`config.mk`:
```
export PLATFORM = sky130hd
export DESIGN_NAME = regfile_scoreboard
export DESIGN_NICKNAME = d
export VERILOG_FILES = /design/src/rtl/regfile_scoreboard.sv
export SDC_FILE = /design/constraint.sdc
export NUM_CORES = 2
export LEC_CHECK = 0
export CAP_MARGIN = 20
export CORE_AREA = 4 4 448 450
export DETAILED_ROUTE_END_ITERATION = 7
export DIE_AREA = 0 0 452 454
export PLACE_DENSITY = 0.6
export SLEW_MARGIN = 20
export SYNTH_ARGS = -nofsm -noshare
export SYNTH_HDL_FRONTEND = slang
export SYNTH_SLANG_ARGS = --single-unit
```
`constraint.sdc`:
```
create_clock -name clk -period 4.05 [get_ports clk]
set_input_delay 0.81 -clock clk [delete_from_list [all_inputs] [get_ports clk]]
set_output_delay 0.81 -clock clk [all_outputs]
set_load 0.02 [all_outputs]
```
`src/rtl/regfile_scoreboard.sv`:
```
// Register file with NUM_READ combinational read ports, one write-back port, busy scoreboard, pending counter and sticky wb_err.
// Reads and issue_ready are combinational; writes land one edge later. Define REGFILE_BYPASS_EN for write-first forwarding.
module regfile_scoreboard #(
  parameter int XLEN       = 32,
  parameter int NUM_REGS   = 32,
  parameter int NUM_READ   = 2,
  parameter int RESET_BASE = 3000,
  localparam int AW        = $clog2(NUM_REGS)
) (
  input  logic                       clk,
  input  logic                       reset,
  input  logic [NUM_READ*AW-1:0]     rd_addr,
  output logic [NUM_READ*XLEN-1:0]   rd_data,
  output logic [NUM_READ-1:0]        rd_busy,
  input  logic                       issue_valid,
  input  logic [AW-1:0]              issue_rd,
  output logic                       issue_ready,
  input  logic                       wb_valid,
  input  logic [AW-1:0]              wb_rd,
  input  logic [XLEN-1:0]            wb_data,
  output logic [AW:0]                pending_count,
  output logic                       wb_err,
  output logic [NUM_REGS*XLEN-1:0]   register_check
);

  logic [XLEN-1:0]     regs_q [NUM_REGS];
  logic [NUM_REGS-1:0] busy_q, busy_d;
  logic [AW:0]         cnt_q, cnt_d;
  logic                err_q, err_d;

  logic wb_en;
  logic same_rd;
  logic wb_clr;
  logic issue_free;
  logic issue_acc;

  assign wb_en   = wb_valid & (wb_rd != '0);
  assign same_rd = wb_en & (wb_rd == issue_rd);
  assign wb_clr  = wb_en & busy_q[wb_rd];

`ifdef REGFILE_BYPASS_EN
  // A write-back retiring this cycle frees the register for a new reservation.
  assign issue_free = ~busy_q[issue_rd] | same_rd;
`else
  assign issue_free = ~busy_q[issue_rd] & ~same_rd;
`endif

  assign issue_ready = issue_valid & ((issue_rd == '0) | issue_free);
  assign issue_acc   = issue_ready & (issue_rd != '0);

  // Issue is applied after write-back so a same-cycle reservation wins.
  always_comb begin
    busy_d = busy_q;
    if (wb_en)     busy_d[wb_rd]    = 1'b0;
    if (issue_acc) busy_d[issue_rd] = 1'b1;
    busy_d[0] = 1'b0;
  end

  always_comb begin
    cnt_d = cnt_q;
    case ({issue_acc, wb_clr})
      2'b10:   cnt_d = cnt_q + (AW+1)'(1);
      2'b01:   cnt_d = cnt_q - (AW+1)'(1);
      default: cnt_d = cnt_q;
    endcase
  end

  assign err_d = err_q | (wb_en & ~busy_q[wb_rd]);

  always_ff @(posedge clk or negedge reset) begin
    if (!reset) begin
      for (int i = 0; i < NUM_REGS; i++) begin
        regs_q[i] <= (i == 0) ? '0 : XLEN'(RESET_BASE + i);
      end
    end else if (wb_en) begin
      regs_q[wb_rd] <= wb_data;
    end
  end

  always_ff @(posedge clk or negedge reset) begin
    if (!reset) begin
      busy_q <= '0;
      cnt_q  <= '0;
      err_q  <= 1'b0;
    end else begin
      busy_q <= busy_d;
      cnt_q  <= cnt_d;
      err_q  <= err_d;
    end
  end

  assign pending_count = cnt_q;
  assign wb_err        = err_q;

  for (genvar p = 0; p < NUM_READ; p++) begin : g_rd
    logic [AW-1:0] addr;
    logic          fwd;
    assign addr = rd_addr[p*AW +: AW];
`ifdef REGFILE_BYPASS_EN
    assign fwd = wb_en & (addr == wb_rd);
`else
    assign fwd = 1'b0;
`endif
    assign rd_data[p*XLEN +: XLEN] = fwd ? wb_data : regs_q[addr];
    assign rd_busy[p]              = busy_q[addr] & ~fwd;
  end

  for (genvar i = 0; i < NUM_REGS; i++) begin : g_chk
    assign register_check[i*XLEN +: XLEN] = regs_q[i];
  end

endmodule
```
==> results by group <==
Synth
  – Avg Inst Size Synth: 16.00 um^2
  – Main combinational cell family by area after synthesis: multiplexers
  – Cells after Synth: between 3000 and 4000
  – Post-synth ARST share: 1.000
  – Yosys top cell area share: 0.3611
  – Xor/xnor share of the synthesized area: 0.001830
  – Ranking of synthesized cells by area: dfrtp_1 36%, mux4_2 23%, mux2_2 20%
  – Yosys top cell by area: dfrtp_1
  – YS warnings: 0
  – Post-Synth Simple-Gate Area: 0.01732
  – Synthesized cell area: ~57000 um^2
  – Seq/Total Area, Yosys: 0.4677
  – Top FF cell, synth: dfrtp_1
  – Post-synthesis adder-cell area fraction: 0.0006535
  – EDFF count, synth: 0
  – #FFs+latches synth: 1062
  – Synth Area in Compound Gates: 0.02119
  – Post-synthesis mux area share: 0.4563
  – Synth unique cells: 60
  – Syn_nets: 3649

Placement
  – Placed Area: 74710 um^2
  – HPWL Detailed: ~240 mm
  – Placer Congestion: 0.9671
  – Placed cells: about 7400
  – Buffers on Ports: 1153

Pwr
  – Pwr Density: 566.1 nW/um^2
  – Worst vdd ir: 0.3692 mV
  – Lkg Pwr: 32.81 nW

Layout
  – Design area: 79880 um^2
  – Final std cells w/o fill: 7659
  – Proportion of layout cells with a drive suffix above 1: 0.5255
  – Fillers: 18280
  – Area delta synth->final: 39.06%
  – Nets: 4956
  – Post-Route Utilization: 0.4063

Floorplan
  – Row cnt: around 160
  – Die Y: roughly 450 um
  – Die X: 452 um
  – Core area: ~200000 um^2
  – Total die area: 205200 um^2
  – IO Pins: around 1200
  – Initial core utilization: 0.2922

Worst setup path
  – Critical Path Fanout Max: 18
  – Critical path cell sequence: buf_16, buf_16, buf_4, mux4_2, mux4_2, nor2_1, buf_4, a221oi_1, dlygate4sd2_1
  – Slowest cell on crit path: mux4_2
  – Critical path buffers and inverters: 5
  – Worst Path Arrival: 3.24 ns
  – Worst r2r path cells: 12
  – CP required: 3.24 ns
  – WP depth: 9
  – CP Capture Type: output port
  – CP max stage delay: 0.60 ns
  – Worst Setup Start Kind: input pin
  – Delay-heaviest family, CP: multiplexers
  – Setup Crit Path Kind: in -> out

Clock tree
  – CTS Root Cell: clkbuf_16
  – TritonCTS clock tree: built
  – Worst-path clk slew: about 0.050 ns
  – TritonCTS Sinks: around 1100
  – CTS H-tree lvls: 4
  – Num CTS Buffers: 135
  – Latest clock arrival within the worst-skew pair: 0.80 ns
  – CTS max path bufs: 3

STA
  – Clock Skew: roughly 0.046 ns
  – Final hold violation count: 2
  – Max_slew headroom: 0.2922
  – Fmax: 0.2471 GHz
  – Max Transition Viols Final: 0
  – Final min period: 4.048 ns
  – Worst-Margin Slew: 1.062 ns
  – Hold_ws: -0.007504 ns
  – Setup violators final: 0
  – Fin crit share: 0.9994
  – RSZ-0062 raised after global routing: true

Drt
  – Wire per inst: 40.24 um
  – WL final: 308.2 mm
  – Average vias per placed instance: 5.757
  – DR vias: ~44000
  – Antenna Violating Nets Remaining: 0
  – DRT iter0 DRCs: 4509
  – Drt drc: 0
  – Drt pass-1 iters: 5

Global route
  – Total grt overflow: 0
  – Initial antenna violation count: 30
  – First-pass GRT wire length: 411.1 mm
  – Largest net degree at the start of global routing: 92
  – Total track usage: 0.2924
  – Number of global-route vias before repair: roughly 44000

Flow run
  – Maxcap violations: 0

Outcome
  – Failing checks: negative hold slack
  – Status: complete, but fails checks

Worst hold path
  – Hold Path Class: in -> async
stage by stage:
stage          setup slack [ns]  setup TNS, ns  power, mW
6_report               0.002442              0      45.22
5_1_grt                -0.02023       -0.02735      46.58
4_1_cts                 -0.1623        -0.1782      45.30
3_5_place_dp            -0.4626         -12.04      32.32
3_3_place_gp            -0.5984         -11.73      32.16
2_1_floorplan            0.2754              0      22.55
kinds of logic (layout without fill, tap and decap cells):
kind of cell,Yosys count,in the layout
muxes,1748,1748
DFF,1062,1062
buffers and inverters,430,1847
and+or+nand+nor,196,196
AOI/OAI and AO/OA,139,139
xor gates and xnor gates,12,12
adders and majority gates,3,3
other,0,12
per-layer routing:
layer | wire length (um) | vias up | global-route usage | part of all wire
met1 | 124300 | 24430 | 0.3831 | 0.40
met2 | 136000 | 2363 | 0.4353 | 0.44
li1 | - | 16770 | - | -
met3 | 29420 | 518 | 0.09515 | 0.095
met5 | 76 | - | 0 | 0.00025
met4 | 18420 | 12 | 0.1451 | 0.060
area by class of cell:
class | instances | area [um^2] | area share
multi-input combinational | 2098 | 28890 | 0.3617
sequential | 1062 | 26870 | 0.3364
timing repair buffer | 1598 | 16110 | 0.2016
clock buffer | 197 | 3945 | 0.04939
tap | 2640 | 3303 | 0.04135
clock inverter | 50 | 726.9 | 0.009100
antenna | 12 | 30.03 | 0.0003759
inverter | 2 | 7.507 | 0.00009398
final timing paths:
path	start	endpoint	slack (ns)
max	rd_addr[5]	rd_data[52]	0.002
min	reset	register_check[183]	-0.008
max reg2reg	busy_q[21]	pending_count[4]	0.61
min reg2reg	register_check[21]	register_check[21]	0.42
max in group asynchronous	reset	register_check[904]	2.80
min in group clk	register_check[21]	register_check[21]	0.42
state kept, by name, indices dropped and copies added (netlist names):
name	flops
busy_q	31
pending_count	6
register_check	1024
wb_err	1
report_power, final:
group / internal, mW / total (mW) / switching (mW)
clock: 7.64 / 12.8 / 5.17
sequential: 13.0 / 16.0 / 3.03
combinational: 7.90 / 16.4 / 8.46
synthesized netlist by cell type (2+ instances only):
cell type and instances:
nand3_1 6, buf_2 114, nor3b_1 3, and2_1 2, nor2_1 86, buf_4 51
a221oi_1 66, o21ai_0 18, mux2i_1 156, or2_2 3, nand4b_1 4, nor4b_1 2
a21boi_0 2, dfstp_2 233, and3_1 2, xnor2_1 4, inv_1 2, nor2b_1 7
nor3_1 4, buf_1 53, ha_1 3, nand2b_1 8, mux4_2 593, nor4bb_1 2
nand2_1 44, a21oi_1 9, dfrtp_1 829, nand3b_1 8, xor2_1 8, or3b_2 2
o41ai_1 21, o41ai_2 11, or3_1 2, buf_6 8, o32ai_1 2, mux4_1 3
mux2_2 996, clkbuf_1 201
layout by cell type (no fill, tap or decap), types with 28 or more instances in the layout:
cell / instances
nand2_1: 29
clkbuf_16: 138
nor2_1: 58
dfrtp_1: 825
mux2i_1: 147
buf_4: 363
dlygate4sd2_1: 30
clkbuf_1: 32
mux4_2: 593
buf_12: 88
dfstp_2: 233
mux2_2: 996
clkdlybuf4s50_1: 1061
clkbuf_8: 28
a221oi_1: 60
what timing repair did:
item	CTS	global route
gates cloned	2	0
endpoints found under the setup margin	62	30
setup buffers	5	15
hold buffers	0	0
endpoints found under the hold margin	0	0
resized for setup	102	38
pin swaps	1	0
(Power assumes the default switching activity.)
